$ cat src/rtl/control_unit.sv
`timescale 1ns/1ps
// control_unit: three-cycle fetch/decode/execute sequencer that drives the
// datapath control inputs from a 16-bit instruction register.
module control_unit #(
  parameter int PC_WIDTH    = 8,
  parameter int RADDR_WIDTH = 4
) (
  input  logic                   clk,
  input  logic                   rst,
  input  logic                   run,
  output logic [PC_WIDTH-1:0]    imem_addr,
  input  logic [15:0]            imem_data,
  output logic                   alu_en,
  output logic [2:0]             alu_opcode,
  output logic [RADDR_WIDTH-1:0] ra_addr,
  output logic [RADDR_WIDTH-1:0] rb_addr,
  output logic [RADDR_WIDTH-1:0] write_addr,
  output logic [7:0]             user_write_data,
  output logic                   write_en,
  input  logic                   alu_zero,
  input  logic                   alu_carry,
  output logic                   flag_z,
  output logic                   flag_c,
  output logic                   halted
);

  typedef enum logic [2:0] {
    S_IDLE,
    S_FETCH,
    S_DECODE,
    S_EXEC,
    S_HALTED
  } state_e;

  state_e              state_q, state_d;
  logic [PC_WIDTH-1:0] pc_q, pc_d;
  logic [15:0]         ir_q, ir_d;
  logic                flag_z_q, flag_z_d;
  logic                flag_c_q, flag_c_d;

  logic is_alu, is_ldi, is_jmp, is_bz, is_bc, is_halt, take_jump;

  assign is_alu    = ~ir_q[15];
  assign is_ldi    = (ir_q[15:12] == 4'b1000);
  assign is_jmp    = (ir_q[15:12] == 4'b1001);
  assign is_bz     = (ir_q[15:12] == 4'b1010);
  assign is_bc     = (ir_q[15:12] == 4'b1011);
  assign is_halt   = (ir_q[15:12] == 4'b1111);
  // Branches test the flags latched by an earlier ALU op, not the live ALU flags.
  assign take_jump = is_jmp | (is_bz & flag_z_q) | (is_bc & flag_c_q);

  // NOTE: sequential state uses non-blocking assignments so every register
  // samples the pre-edge values of the others, independent of statement order.
  always_ff @(posedge clk or posedge rst) begin
    if (rst) begin
      state_q  <= S_IDLE;
      pc_q     <= '0;
      ir_q     <= '0;
      flag_z_q <= 1'b0;
      flag_c_q <= 1'b0;
    end else begin
      state_q  <= state_d;
      pc_q     <= pc_d;
      ir_q     <= ir_d;
      flag_z_q <= flag_z_d;
      flag_c_q <= flag_c_d;
    end
  end

  // NOTE: every signal written here gets a default first so no path through
  // the case statement leaves it unassigned, which would infer a latch.
  always_comb begin
    state_d  = state_q;
    pc_d     = pc_q;
    ir_d     = ir_q;
    flag_z_d = flag_z_q;
    flag_c_d = flag_c_q;
    write_en = 1'b0;
    alu_en   = 1'b0;
    unique case (state_q)
      S_IDLE: begin
        if (run) state_d = S_FETCH;
      end
      S_FETCH: begin
        state_d = S_DECODE;
      end
      S_DECODE: begin
        ir_d    = imem_data;
        state_d = S_EXEC;
      end
      S_EXEC: begin
        write_en = is_alu | is_ldi;
        alu_en   = is_alu;
        if (is_halt) begin
          state_d = S_HALTED;
        end else begin
          state_d = run ? S_FETCH : S_IDLE;
          if (is_alu) begin
            flag_z_d = alu_zero;
            flag_c_d = alu_carry;
          end
          if (take_jump) pc_d = PC_WIDTH'(ir_q[7:0]);
          else           pc_d = pc_q + PC_WIDTH'(1);
        end
      end
      S_HALTED: begin
        state_d = S_HALTED;
      end
      default: begin
        state_d = S_IDLE;
      end
    endcase
  end

  assign imem_addr       = pc_q;
  assign alu_opcode      = ir_q[14:12];
  assign write_addr      = RADDR_WIDTH'(ir_q[11:8]);
  assign ra_addr         = RADDR_WIDTH'(ir_q[7:4]);
  assign rb_addr         = RADDR_WIDTH'(ir_q[3:0]);
  assign user_write_data = ir_q[7:0];
  assign flag_z          = flag_z_q;
  assign flag_c          = flag_c_q;
  assign halted          = (state_q == S_HALTED);

endmodule
$ cat config.mk
export PLATFORM = sky130hd
export DESIGN_NAME = control_unit
export DESIGN_NICKNAME = d
export VERILOG_FILES = /design/src/rtl/control_unit.sv
export SDC_FILE = /design/constraint.sdc
export NUM_CORES = 1
export LEC_CHECK = 0
export BUFFER_PORTS_ARGS = -buffer_cell sky130_fd_sc_hd__clkbuf_2
export CAP_MARGIN = 5
export CORE_ASPECT_RATIO = 1.75
export CORE_UTILIZATION = 30
export DETAILED_ROUTE_END_ITERATION = 16
export PLACE_DENSITY = 0.52
export SETUP_SLACK_MARGIN = 0.15
export SKIP_CTS_REPAIR_TIMING = 1
export SLEW_MARGIN = 20
export SYNTH_ARGS = -nofsm -noshare
export SYNTH_HDL_FRONTEND = slang
export SYNTH_SLANG_ARGS = --single-unit
export TNS_END_PERCENT = 100
$ cat constraint.sdc
create_clock -name clk -period 1.3 [get_ports clk]
set_input_delay 0.13 -clock clk [delete_from_list [all_inputs] [get_ports clk]]
set_output_delay 0.13 -clock clk [all_outputs]
set_load 0.02 [all_outputs]
==> run summary <==
The run finished, with violations left. The checks that failed: negative setup slack. The maximum fanout along the worst path came out at 4.

The final worst-path setup slack is -227.9 ps. The area share of the largest cell type after synthesis is a little under half. The DRC marker count from the first detailed-route iteration is 10. The die covers 5415 um^2. The final number of setup-violating endpoints came out at 24. The synthesized net count is 164. Clock tree synthesis selected as its root buffer the cell sky130_fd_sc_hd__clkbuf_8. The internal portion of total power came out at between 0.003 and 0.004 W.

57 I/O pins were placed. The largest net degree at the start of global routing came out at 30. The total number of H-tree levels is 2. The later-pin clock latency in the skew report came out at between 200 and 300 ps. Dividing the detail-routed wire length by the instance count gives 14.31 um. STA classifies the critical path startpoint as a flop. The area of the core is 4935 um^2.

The post-placement worst setup slack came out at -145.9 ps. The first global-routing pass estimated 5823 um of wire. The antenna diode count is 0. The data required time of the critical path is 1170 ps. Of all flip-flops after synthesis, the portion carrying an async set or reset was 100.0%. The critical path is of the reg -> out type. The via count is between 1000 and 1500. For hold timing, the worst endpoint is ir_q[3]. The clock tree from TritonCTS is done. The reg2reg setup slack came out at -200 ps. The fmax came out at 654.5 MHz.

The max capacitance violation total is 0. The minimum period implied by the final worst setup slack is roughly 1500 ps. The reg-to-reg critical path startpoint is ir_q[12].

The slew of the pin with the lowest slew margin is 377.3 ps. Final hold analysis gives a worst-case slack of around 60 ps. The synthesized netlist occupies a cell area of roughly 1500 um^2.

The number of buffer cells added on primary ports is 56. The last weighted congestion value of the routability-driven placer came out at 0.8321. The detailed-router iteration count before antenna repair came out at 4. The flip-flop and latch count after synthesis came out at 29.

The number of different library cells used by synthesis comes to 28. The via count of the first global-routing pass is between 1000 and 1500. The count of flip-flops with a built-in enable after synthesis came out at 0. The width of the chip came out at 56.06 um. The arrival time of data at the critical path endpoint came out at 1400 ps.

The path depth of the worst reg2reg path came out at 5. The clock share of power is 10.8%. The mean area per synthesized cell came out at 10.80 um^2.

Summed over all nets, the switching power comes to roughly 0.0028 W. The count of final max-slew check failures is 0. The final setup skew came out at 7.863 ps. The area growth from synthesis to layout is 48.04%. The final hold violation count is 0. Of the cells placed in the final design, the portion with a size suffix greater than 1 is between 60% and 70%. The worst hold path passes through 3 cells. In this run the worst hold path is classified as in -> reg. The clock sink count came out at 29.

The worst-case IR drop observed on VDD is 1447 uV. The worst setup path is captured at an output pin. The total DRC errors in the routed layout is 0. The switching power as a share of total power came out at between 40% and 50%.

The number of placement rows came out at 34. Setup repair after global routing could not meet its margin everywhere. The cell count after synthesis came out at around 140.

The most used flip-flop cell after synthesis is sky130_fd_sc_hd__dfrtp_1. The fraction of power consumed by sequential logic came out at 26.9%. The clock buffer count from CTS is 5. The largest area contributor in the synthesized netlist is sky130_fd_sc_hd__dfrtp_1.

The worst-case headroom to the max-slew limit came out at 74.85%. The total detailed-routing wirelength is 3864 um. The count of nets after finishing is 237. The remaining antenna violation count after routing came out at 0.

The total track usage came out at 13.95%. Sorting the synthesized cells by area gives the leading types as sky130_fd_sc_hd__dfrtp_1 47%, sky130_fd_sc_hd__buf_4 12%, sky130_fd_sc_hd__mux2_2 11%, sky130_fd_sc_hd__mux2i_1 4.6%, sky130_fd_sc_hd__nand2_1 2.9%. Summed over all cells, the static leakage comes to 1.136 nW. The clock-pin slew on the worst setup and hold paths came out at 70 ps.

The worst reg2reg path endpoint is imem_addr[2]. The initial antenna violation count was 0. In the finished design, the share of the clock period the worst path needs comes to 117.5%. Once the floorplan was initialized, standard cells occupied 31.09% of the core. The height of the chip came out at slightly below 100 um. After detailed routing, the number of vias per cell comes to 4.793. The worst hold path startpoint is imem_data[3].

The global route total overflow came out at 0. The register area share after synthesis came out at 47.31%. The portion of total power attributed to combinational logic came out at between 60% and 70%. The Yosys step of the flow raised 0 warnings. The power per cell area came out at 2933 nW/um^2. The clock passes through at most 2 buffers. The HPWL reported at the end of detailed placement came out at 2712 um.
==> power by group through the flow <==
stage | Combinational [W] | Sequential (W) | Clock [W]
floorplan | 0.00258 | 0.00195 | 0
global placement | 0.00351 | 0.00177 | 0
detailed placement | 0.00357 | 0.00179 | 0
CTS | 0.00359 | 0.00178 | 0.000744
global route | 0.00441 | 0.00188 | 0.000771
finish | 0.00415 | 0.00179 | 0.000717
==> flip-flops by register name (all words and copies together) (netlist names) <==
signal / count
state_q: 3
imem_addr: 8
flag_c: 1
ir_q: 16
flag_z: 1
==> worst max-delay path: stages, from the launching register on <==
cell,delay [ps]
sky130_fd_sc_hd__dfrtp_1,390
sky130_fd_sc_hd__nand3b_1,270
sky130_fd_sc_hd__buf_4,200
sky130_fd_sc_hd__a21oi_4,120
sky130_fd_sc_hd__buf_6,130
==> cell type report <==
cell class                      instances  area, um^2
Fill cell                             481        2664
Multi-Input combinational cell         80       730.7
Sequential cell                        29       728.2
Timing Repair Buffer                   93       639.4
Clock buffer                            6       72.57
Tap cell                               54       67.56
Inverter                                6       22.52
Clock inverter                          2       10.01
==> metrics by stage <==
stage	TNS (ps)	util, %	area, um^2	power [W]	std cells
after floorplan	-930.0	-	1643	0.004528	142
after global placement	-794.8	39.96	1972	0.005281	250
after detailed placement	-1072	39.96	1972	0.005363	250
after CTS	-2139	41.63	2054	0.006124	258
after global routing	-4231	46.02	2271	0.007063	270
final	-2874	46.02	2271	0.006661	270
==> cell families after synthesis <==
group                      Yosys count  share of synthesized area, %
and+or+nand+nor                     32                         10.20
muxes                               22                         15.58
DFF                                 29                         47.31
buffers and inverters               34                         15.58
adders and majority gates            1                        0.8155
AOI/OAI and AO/OA                   23                         9.951
xor gates and xnor gates             1                        0.5711
==> layout by cell type, fill, tap and decap left out, types with 3 or more instances in the layout <==
| cell type | Yosys | routed |
|---|---|---|
| sky130_fd_sc_hd__mux2i_1 | 7 | 4 |
| sky130_fd_sc_hd__nor2_1 | 5 | 4 |
| sky130_fd_sc_hd__nand3_1 | 6 | 5 |
| sky130_fd_sc_hd__clkbuf_8 | 0 | 5 |
| sky130_fd_sc_hd__clkbuf_2 | 0 | 51 |
| sky130_fd_sc_hd__dfrtp_1 | 29 | 27 |
| sky130_fd_sc_hd__buf_4 | 24 | 28 |
| sky130_fd_sc_hd__nand2_1 | 12 | 12 |
| sky130_fd_sc_hd__buf_6 | 1 | 11 |
| sky130_fd_sc_hd__a2bb2oi_1 | 5 | 3 |
| sky130_fd_sc_hd__a21oi_2 | 1 | 6 |
| sky130_fd_sc_hd__o21ai_1 | 0 | 4 |
| sky130_fd_sc_hd__mux2_4 | 0 | 14 |
| sky130_fd_sc_hd__mux2i_2 | 0 | 3 |
| sky130_fd_sc_hd__inv_1 | 6 | 6 |
==> synthesized netlist by cell type, types with 2 or more instances <==
library cell,number
sky130_fd_sc_hd__dfrtp_1,29
sky130_fd_sc_hd__buf_4,24
sky130_fd_sc_hd__mux2_2,15
sky130_fd_sc_hd__nand2_1,12
sky130_fd_sc_hd__a21oi_1,7
sky130_fd_sc_hd__mux2i_1,7
sky130_fd_sc_hd__inv_1,6
sky130_fd_sc_hd__nand3_1,6
sky130_fd_sc_hd__a2bb2oi_1,5
sky130_fd_sc_hd__nor2_1,5
sky130_fd_sc_hd__o21ai_0,5
sky130_fd_sc_hd__buf_2,2
sky130_fd_sc_hd__nand3b_1,2
sky130_fd_sc_hd__nor3b_1,2
sky130_fd_sc_hd__o21bai_1,2
==> routing by layer <==
metal | vias up | wire length, um | global-route usage, %
met1 | 637 | 1384 | 14.09
met3 | 12 | 134 | 2.663
met2 | 33 | 2228 | 26.29
li1 | 612 | - | -
met4 | 0 | 116 | 8.333
met5 | - | 0 | 0
==> worst max path at each step <==
| stage | from | end | slack [ps] | cells after the start |
|---|---|---|---|---|
| after CTS | ir_q[12] | write_en | -380 | 3 |
| final | state_q[2] | write_en | -230 | 4 |
| after global placement | ir_q[13] | imem_addr[7] | -90 | 6 |
| after global routing | ir_q[12] | imem_addr[2] | -310 | 5 |
| after detailed placement | ir_q[13] | imem_addr[7] | -150 | 6 |
| after floorplan | ir_q[12] | imem_addr[2] | -110 | 6 |
(Power assumes the default switching activity.)
